<file path="config.mk">
export PLATFORM = sky130hd
export DESIGN_NAME = mem_port_arbiter_flat
export DESIGN_NICKNAME = d
export VERILOG_FILES = /design/src/rtl/mem_port_arbiter_if.sv /design/src/rtl/mem_port_arbiter.sv /design/src/flat_wrapper.sv
export SDC_FILE = /design/constraint.sdc
export NUM_CORES = 1
export LEC_CHECK = 0
export CAP_MARGIN = 20
export CORE_MARGIN = 2
export CORE_UTILIZATION = 32
export CTS_CLUSTER_SIZE = 14
export DETAILED_ROUTE_END_ITERATION = 16
export PLACE_DENSITY = 0.75
export SKIP_CTS_REPAIR_TIMING = 1
export SYNTH_ARGS = -nofsm -noshare
export SYNTH_HDL_FRONTEND = slang
export SYNTH_SLANG_ARGS = --single-unit
</file>
<file path="constraint.sdc">
create_clock -name clk -period 2.3 [get_ports clk]
set_clock_uncertainty 0.1 [all_clocks]
set_input_delay 0.345 -clock clk [delete_from_list [all_inputs] [get_ports clk]]
set_output_delay 0.345 -clock clk [all_outputs]
set_load 0.1 [all_outputs]
</file>
<file path="src/rtl/mem_port_arbiter_if.sv">
// Fetch port, data port and memory-side bus of the shared single-port memory arbiter.
// The slave modport is the arbiter's view; master is the CPU/memory environment.
interface mem_port_arbiter_if #(
   parameter int unsigned ADDR_W = 16,
   parameter int unsigned DATA_W = 16
);
   logic              if_req;
   logic [ADDR_W-1:0] if_addr;
   logic [DATA_W-1:0] if_rdata;
   logic              if_valid;
   logic              if_stall;

   logic              dm_req;
   logic              dm_we;
   logic [ADDR_W-1:0] dm_addr;
   logic [DATA_W-1:0] dm_wdata;
   logic [DATA_W-1:0] dm_rdata;
   logic              dm_valid;
   logic              dm_stall;

   logic              mem_en;
   logic              mem_we;
   logic [ADDR_W-1:0] mem_addr;
   logic [DATA_W-1:0] mem_wdata;
   logic [DATA_W-1:0] mem_rdata;

   modport slave (
      input  if_req, if_addr, dm_req, dm_we, dm_addr, dm_wdata, mem_rdata,
      output if_rdata, if_valid, if_stall, dm_rdata, dm_valid, dm_stall,
             mem_en, mem_we, mem_addr, mem_wdata
   );

   modport master (
      output if_req, if_addr, dm_req, dm_we, dm_addr, dm_wdata, mem_rdata,
      input  if_rdata, if_valid, if_stall, dm_rdata, dm_valid, dm_stall,
             mem_en, mem_we, mem_addr, mem_wdata
   );
endinterface

</file>
<file path="src/rtl/mem_port_arbiter.sv">
// Arbitrates one single-port synchronous memory between instruction fetch and data access.
// Data has priority; a starvation counter forces a fetch grant after STARVE_MAX data grants.
module mem_port_arbiter #(
   parameter int unsigned ADDR_W     = 16,
   parameter int unsigned DATA_W     = 16,
   parameter int unsigned MEM_LAT    = 1,
   parameter int unsigned STARVE_MAX = 4
) (
   input logic               clk,
   input logic               rst,
   mem_port_arbiter_if.slave bus
);
   localparam int unsigned LAT_W = $clog2(MEM_LAT + 1);
   localparam int unsigned STV_W = $clog2(STARVE_MAX + 1);

   typedef enum logic [1:0] {IDLE, ACCESS, WAIT} arbStateT;

   arbStateT          state,      stateNxt;
   logic [LAT_W-1:0]  latCnt,     latCntNxt;
   logic [STV_W-1:0]  starveCnt,  starveCntNxt;
   logic              ownerData,  ownerDataNxt;
   logic              ownerWe,    ownerWeNxt;
   logic              memEn,      memEnNxt;
   logic              memWe,      memWeNxt;
   logic [ADDR_W-1:0] memAddr,    memAddrNxt;
   logic [DATA_W-1:0] memWdata,   memWdataNxt;
   logic [DATA_W-1:0] ifRdata,    ifRdataNxt;
   logic [DATA_W-1:0] dmRdata,    dmRdataNxt;
   logic              ifValid,    ifValidNxt;
   logic              dmValid,    dmValidNxt;
   logic              grantOk;
   logic              fetchWins;

   // The completion cycle is spent in IDLE without granting so the finishing requester can update.
   assign grantOk   = !ifValid && !dmValid && (bus.if_req || bus.dm_req);
   assign fetchWins = bus.if_req && (!bus.dm_req || (starveCnt == STV_W'(STARVE_MAX)));

   always_ff @(posedge clk or negedge rst) begin
      if (!rst) begin
         state     <= IDLE;
         latCnt    <= '0;
         starveCnt <= '0;
         ownerData <= 1'b0;
         ownerWe   <= 1'b0;
         memEn     <= 1'b0;
         memWe     <= 1'b0;
         memAddr   <= '0;
         memWdata  <= '0;
         ifRdata   <= '0;
         dmRdata   <= '0;
         ifValid   <= 1'b0;
         dmValid   <= 1'b0;
      end else begin
         state     <= stateNxt;
         latCnt    <= latCntNxt;
         starveCnt <= starveCntNxt;
         ownerData <= ownerDataNxt;
         ownerWe   <= ownerWeNxt;
         memEn     <= memEnNxt;
         memWe     <= memWeNxt;
         memAddr   <= memAddrNxt;
         memWdata  <= memWdataNxt;
         ifRdata   <= ifRdataNxt;
         dmRdata   <= dmRdataNxt;
         ifValid   <= ifValidNxt;
         dmValid   <= dmValidNxt;
      end
   end

   always_comb begin
      stateNxt     = state;
      latCntNxt    = latCnt;
      starveCntNxt = starveCnt;
      ownerDataNxt = ownerData;
      ownerWeNxt   = ownerWe;
      memEnNxt     = 1'b0;
      memWeNxt     = 1'b0;
      memAddrNxt   = memAddr;
      memWdataNxt  = memWdata;
      ifRdataNxt   = ifRdata;
      dmRdataNxt   = dmRdata;
      ifValidNxt   = 1'b0;
      dmValidNxt   = 1'b0;

      case (state)
         IDLE: begin
            // mem_* are loaded on the grant edge so the strobe is visible throughout ACCESS.
            if (grantOk) begin
               stateNxt = ACCESS;
               memEnNxt = 1'b1;
               if (fetchWins) begin
                  ownerDataNxt = 1'b0;
                  ownerWeNxt   = 1'b0;
                  memAddrNxt   = bus.if_addr;
                  starveCntNxt = '0;
               end else begin
                  ownerDataNxt = 1'b1;
                  ownerWeNxt   = bus.dm_we;
                  memWeNxt     = bus.dm_we;
                  memAddrNxt   = bus.dm_addr;
                  memWdataNxt  = bus.dm_wdata;
                  if (bus.if_req && (starveCnt != STV_W'(STARVE_MAX))) begin
                     starveCntNxt = starveCnt + STV_W'(1);
                  end
               end
            end
         end
         ACCESS: begin
            latCntNxt = LAT_W'(MEM_LAT);
            stateNxt  = WAIT;
         end
         WAIT: begin
            latCntNxt = latCnt - LAT_W'(1);
            if (latCnt == LAT_W'(1)) begin
               stateNxt = IDLE;
               if (ownerData) begin
                  dmValidNxt = 1'b1;
                  if (!ownerWe) begin
                     dmRdataNxt = bus.mem_rdata;
                  end
               end else begin
                  ifValidNxt = 1'b1;
                  ifRdataNxt = bus.mem_rdata;
               end
            end
         end
         default: stateNxt = IDLE;
      endcase
   end

   assign bus.if_rdata  = ifRdata;
   assign bus.if_valid  = ifValid;
   assign bus.if_stall  = bus.if_req & ~ifValid;
   assign bus.dm_rdata  = dmRdata;
   assign bus.dm_valid  = dmValid;
   assign bus.dm_stall  = bus.dm_req & ~dmValid;
   assign bus.mem_en    = memEn;
   assign bus.mem_we    = memWe;
   assign bus.mem_addr  = memAddr;
   assign bus.mem_wdata = memWdata;
endmodule

</file>
<file path="src/flat_wrapper.sv">
// flat-port wrapper written by rule: the top's interface ports become plain ports
module mem_port_arbiter_flat 
#(
   parameter int unsigned ADDR_W     = 16,
   parameter int unsigned DATA_W     = 16,
   parameter int unsigned MEM_LAT    = 1,
   parameter int unsigned STARVE_MAX = 4
)
  (clk, rst, bus_if_req, bus_if_addr, bus_dm_req, bus_dm_we, bus_dm_addr, bus_dm_wdata, bus_mem_rdata, bus_if_rdata, bus_if_valid, bus_if_stall, bus_dm_rdata, bus_dm_valid, bus_dm_stall, bus_mem_en, bus_mem_we, bus_mem_addr, bus_mem_wdata);
  mem_port_arbiter_if #(.ADDR_W(ADDR_W), .DATA_W(DATA_W)) bus_i ();
  input logic clk;
  input logic rst;
  input wire logic [$bits(bus_i.if_req)-1:0] bus_if_req;
  input wire logic [$bits(bus_i.if_addr)-1:0] bus_if_addr;
  input wire logic [$bits(bus_i.dm_req)-1:0] bus_dm_req;
  input wire logic [$bits(bus_i.dm_we)-1:0] bus_dm_we;
  input wire logic [$bits(bus_i.dm_addr)-1:0] bus_dm_addr;
  input wire logic [$bits(bus_i.dm_wdata)-1:0] bus_dm_wdata;
  input wire logic [$bits(bus_i.mem_rdata)-1:0] bus_mem_rdata;
  output wire logic [$bits(bus_i.if_rdata)-1:0] bus_if_rdata;
  output wire logic [$bits(bus_i.if_valid)-1:0] bus_if_valid;
  output wire logic [$bits(bus_i.if_stall)-1:0] bus_if_stall;
  output wire logic [$bits(bus_i.dm_rdata)-1:0] bus_dm_rdata;
  output wire logic [$bits(bus_i.dm_valid)-1:0] bus_dm_valid;
  output wire logic [$bits(bus_i.dm_stall)-1:0] bus_dm_stall;
  output wire logic [$bits(bus_i.mem_en)-1:0] bus_mem_en;
  output wire logic [$bits(bus_i.mem_we)-1:0] bus_mem_we;
  output wire logic [$bits(bus_i.mem_addr)-1:0] bus_mem_addr;
  output wire logic [$bits(bus_i.mem_wdata)-1:0] bus_mem_wdata;
  assign bus_i.if_req = bus_if_req;
  assign bus_i.if_addr = bus_if_addr;
  assign bus_i.dm_req = bus_dm_req;
  assign bus_i.dm_we = bus_dm_we;
  assign bus_i.dm_addr = bus_dm_addr;
  assign bus_i.dm_wdata = bus_dm_wdata;
  assign bus_i.mem_rdata = bus_mem_rdata;
  assign bus_if_rdata = bus_i.if_rdata;
  assign bus_if_valid = bus_i.if_valid;
  assign bus_if_stall = bus_i.if_stall;
  assign bus_dm_rdata = bus_i.dm_rdata;
  assign bus_dm_valid = bus_i.dm_valid;
  assign bus_dm_stall = bus_i.dm_stall;
  assign bus_mem_en = bus_i.mem_en;
  assign bus_mem_we = bus_i.mem_we;
  assign bus_mem_addr = bus_i.mem_addr;
  assign bus_mem_wdata = bus_i.mem_wdata;
  mem_port_arbiter #(.ADDR_W(ADDR_W), .DATA_W(DATA_W), .MEM_LAT(MEM_LAT), .STARVE_MAX(STARVE_MAX)) u_core (.clk(clk), .rst(rst), .bus(bus_i));
endmodule
</file>
# --- Word-level counts from Yosys, hierarchy flattened ---
# Index checks and enable logic that the tools add are counted.
totals:
  ff_bits: 76
  inputBits: 69
  out_inout_bits: 70
classes:
  n_addsub: 2
  eq_ne: 6
  n_mux: 19
  n_bitwise: 7
  n_reduce_logical: 18
op_table:
  columns: ["operator", "count"]
  rows:
  - ["$mux W16", 1]
  - ["$mux W1", 12]
  - ["$reduce_and A3 Y1", 3]
  - ["$mux W3", 2]
  - ["$pmux W2 S3", 1]
  - ["$not A1 Y1", 5]
  - ["$logic_and A1 B1 Y1", 4]
  - ["$mux W2", 2]
  - ["$ne A2 B1 Y1 const B", 2]
  - ["$reduce_and A2 Y1", 2]
  - ["$reduce_and A4 Y1", 1]
  - ["$reduce_bool A2 Y1", 2]
  - ["$add A3 B1 Y3 const B", 1]
  - ["$eq A3 B3 Y1 const B", 1]
  - ["$logic_not A1 Y1", 3]
  - ["$ne A3 B3 Y1 const B", 1]
  - ["$and A1 B1 Y1", 2]
  - ["$eq A2 B1 Y1 const B", 1]
  - ["$eq A2 B2 Y1 const B", 1]
  - ["$logic_not A2 Y1", 1]
  - ["$logic_or A1 B1 Y1", 2]
  - ["$pmux W1 S2", 1]
  - ["$sub A1 B1 Y1 const B", 1]

# --- Depth between registers and ports, before layout ---
depth:
  ltp_word: 6
  depth_mapped: 8

# --- Worst setup path before layout ---
# No wires, ideal clock.
synth_path:
  path_type: "reg-to-output"
  startpoint: "reg u_core.dmValid, in the netlist u_core.bus.dm_valid"
  endpoint: "out bus_dm_stall"
  arrival_ns: 2.222
  t_required_ns: 1.855
  slack_ns: -0.367
  path_stages_with_launch: 2
  path_buffers: 0
  cell_sequence: "dfrtp_1 > nor2b_1"
synth_between:
  elab_chain_len: 2
synth_lines:
  columns: ["item", "line_no", "text"]
  rows:
  - ["from (decl)", "mem_port_arbiter.sv:30", "logic dmValid, dmValidNxt;"]
  - ["from (signal assigned)", "mem_port_arbiter.sv:66", "dmValid <= dmValidNxt;"]
  - ["$not A1 Y1", "mem_port_arbiter.sv:136", "assign bus.dm_stall = bus.dm_req & ~dmValid;"]
  - ["$and A1 B1 Y1", "mem_port_arbiter.sv:136", null]
  - ["to (decl)", "flat_wrapper.sv:25", "output wire logic [$bits(bus_i.dm_stall)-1:0] bus_dm_stall;"]
# Every way passes these cells.

# --- Worst setup path after layout ---
layout_path:
  startpoint: "reg u_core.state[0]"
  endpoint: "reg u_core.dmRdata[12], in the netlist u_core.bus.dm_rdata[12]"
layout_between:
  elab_chain_len: 2
layout_lines:
  columns: ["item", "line_no", "text"]
  rows:
  - ["from (decl)", "mem_port_arbiter.sv:18", "arbStateT state, stateNxt;"]
  - ["from (signal assigned)", "mem_port_arbiter.sv:54", "state <= stateNxt;"]
  - ["$eq A2 B2 Y1", "mem_port_arbiter.sv:85", "case (state)"]
  - ["$reduce_and A4 Y1 (no line)", null, null]
  - ["to (signal assigned)", "mem_port_arbiter.sv:64", "dmRdata <= dmRdataNxt;"]
  - ["to (decl)", "mem_port_arbiter.sv:28", "logic [DATA_W-1:0] dmRdata, dmRdataNxt;"]
# Every way passes these cells.
# A chain may end at the register's enable or synchronous reset.

==> key figures <==
Final layout
  • Final-stage net count: around 460
  • Filler cells: approximately 930
  • Synth-to-layout area growth: 51.3%
  • N_diodes: 0
  • Layout cells sized above 1: between 20 and 30%

STA
  • Unrepaired setup endpoints after global routing: no
  • Pins Over Slew Limit: 0
  • FMAX: between 0.5 and 0.6 GHz
  • Period utilisation layout: between 80% and 90%
  • Slew headroom: between 50 and 60%
  • Final setup margin: between 0.4 and 0.5 ns
  • Slew @ Worst Pin: ~0.6 ns
  • Endpoints failing setup: 0
  • Setup TNS: 0 ns
  • Final hold violation count: 0
  • Tmin final: 1.90 ns

GRT
  • Largest net degree at the start of global routing: 42
  • Global Route Usage Sum: 13.7%
  • GRT met2 Usage: 23.5%
  • Grt met3 use: 4.34%
  • GRT busiest layer: met2
  • Vias in the first global route: between 2000 and 2500
  • Initial antenna violation count: 0
  • Met1 usage: roughly 17%
  • Remaining global-route overflow: 0
  • First-pass GRT wire length: 11300 um

Worst setup path
  • CP Launch Point: u_core.state[0]
  • FF-to-FF Start: u_core.state[0]
  • Crit-path cells: inv_1, ha_1, nand2_1, nor2_1, nand2_2, mux2_1
  • Crit. End Element: register
  • Slowest CP cell: mux2_1
  • Setup crit start kind: register
  • Crit-path max cell delay: 0.41 ns
  • Arr. time, crit path: about 2 ns
  • Reg2Reg Setup Slack: 0.40 ns
  • Worst Path Buf+Inv: 1
  • CP top delay family: simple AND/OR/NAND/NOR gates
  • Setup CP Type: register to register
  • Max Fanout on Critical Path: 16
  • Critical path data required time: approximately 2.4 ns

Logic synthesis
  • Yosys top cell area share: 60.8%
  • Gate Count Post-Synth: around 240
  • Synth unique cells: 28
  • List of most frequent post-synthesis cells: dfrtp_1, nand2_1, mux2_1
  • Post-synth EDFFs: 0
  • Post-Syn Nets: about 320
  • Synthesized area: approximately 0.0031 mm^2
  • Register area share after synthesis: about three fifths
  • Post-synthesis async set-or-reset flop share: 100%
  • Top-count cell post-synth: dfrtp_1
  • Synth Register Bits: 76
  • Synth Warn #: 0
  • Syn avg cell area: roughly 13 um^2
  • Post-synth top flop: dfrtp_1
  • Top cells by area, synth: dfrtp_1, mux2_1, nand2_1, mux2_4, a31oi_1
  • Leading area contributor after synthesis: dfrtp_1

Routing
  • Routed WL per cell: 13.9 um
  • Final wirelength: about 7300 um
  • Routed Antenna Nets: 0
  • Vias per std cell: about 4.5
  • Post-route DRC violation count: 0
  • Initial DRC Count: 37
  • Pre-Repair DR Iteration Count: 4
  • DR vias: roughly 2400

Floorplanning
  • Effective utilization at floorplan: approximately a third
  • Die H: 103 um
  • Top Ports: ~140
  • Core ar.: around 0.0096 mm^2
  • Die Area: around 0.011 mm^2
  • # rows: 36
  • Width of the die: 103 um

Clock network
  • Sink Count: 76
  • Clock transition at path regs: approximately 0.08 ns
  • Root buf cell: clkbuf_8
  • Worst-Skew Late Latency: roughly 0.33 ns
  • Clock Path Buffers: 2
  • CTS tree: yes
  • H-tree depth: 3
  • Num CTS Buffers: 9

Placed design
  • GP Congestion: 0.758
  • Post-detail-place hpwl: roughly 5400 um
  • Worst slack, placed: between 0.15 and 0.2 ns
  • IO Port Bufs: 138

Run status
  • Run status: finished clean

Worst hold path
  • Worst Hold Launch: u_core.bus.mem_wdata[1]
  • Hold/Removal Path Class: register to register

Job
  • Max-cap violation count: 0
[routing by layer]
layer,wire (um),vias to the layer above
met5,0,-
met4,64,0
met3,465,6
met2,3810,71
met1,2970,1160
li1,-,1121
[registers in the layout, indices dropped and copies added, names as in the netlist]
register	count
u_core.bus.dm_rdata	16
u_core.bus.dm_valid	1
u_core.bus.if_rdata	16
u_core.bus.if_valid	1
u_core.bus.mem_addr	16
u_core.bus.mem_en	1
u_core.bus.mem_wdata	16
u_core.bus.mem_we	1
u_core.latCnt	1
u_core.ownerData	1
u_core.ownerWe	1
u_core.starveCnt	3
u_core.state	2
[cells by family (layout without fill, tap and decap cells)]
logic type / count (synthesis) / in the layout / share of synthesized area [%]
DFF: 76 / 76 / 60.8
and+or+nand+nor: 67 / 67 / 9.12
muxes: 50 / 50 / 19.1
AOI/OAI and AO/OA: 27 / 27 / 5.68
buffers and inverters: 18 / 167 / 2.88
adders and majority gates: 6 / 6 / 2.40
[path summary, 6_finish.rpt]
path	to	cells after the start
worst max-delay path	u_core.bus.dm_rdata[12]	6
worst min-delay path	u_core.bus.mem_wdata[1]	1
worst max register to register	u_core.bus.dm_rdata[12]	6
worst min register to register	u_core.bus.mem_wdata[1]	1
max in group asynchronous	u_core.bus.mem_wdata[11]	3
min in group asynchronous	u_core.bus.mem_addr[1]	2
[layout make-up]
type | count | area [um^2] | share of cell area, %
Sequential cell | 76 | 1900 | 40.2
Timing Repair Buffer | 143 | 1280 | 27.1
Multi-Input combinational cell | 150 | 1140 | 24.1
Tap cell | 133 | 166 | 3.52
Clock buffer | 10 | 138 | 2.91
Clock inverter | 6 | 72.6 | 1.53
Inverter | 8 | 30.0 | 0.635
[placed cells by master, fill, tap and decap left out, drive strengths merged]
cell type,netlist,final
dfrtp,76,76
dlygate4sd3,0,1
a21bo,1,1
o211a,1,1
o21ai,5,5
a21o,1,1
and3,1,1
nor2,19,19
nor3,1,1
clkdlybuf4s50,0,67
nand2b,1,1
a22o,2,2
clkinv,0,3
bufinv,0,1
o21bai,1,1
clkbuf,2,10
inv,8,9
clkinvlp,0,1
buf,8,75
a31oi,16,16
ha,6,6
mux2,50,50
nand3,2,2
and2,1,1
nand2,40,40
nor2b,2,2
[per-stage QoR]
stage	instance area (um^2)	hold slack (ns)	instances	utilization, %
detailed placement	4510	0.242	509	46.8
finish	4730	0.396	526	49.1
global route	4730	0.421	526	49.1
global placement	4510	0.233	509	46.8
floorplan	3130	-0.0506	244	-
CTS	4720	-0.142	525	49.0
Power is not shown: default switching activity piles up to over one toggle a cycle in this logic, so the estimate is an artifact.
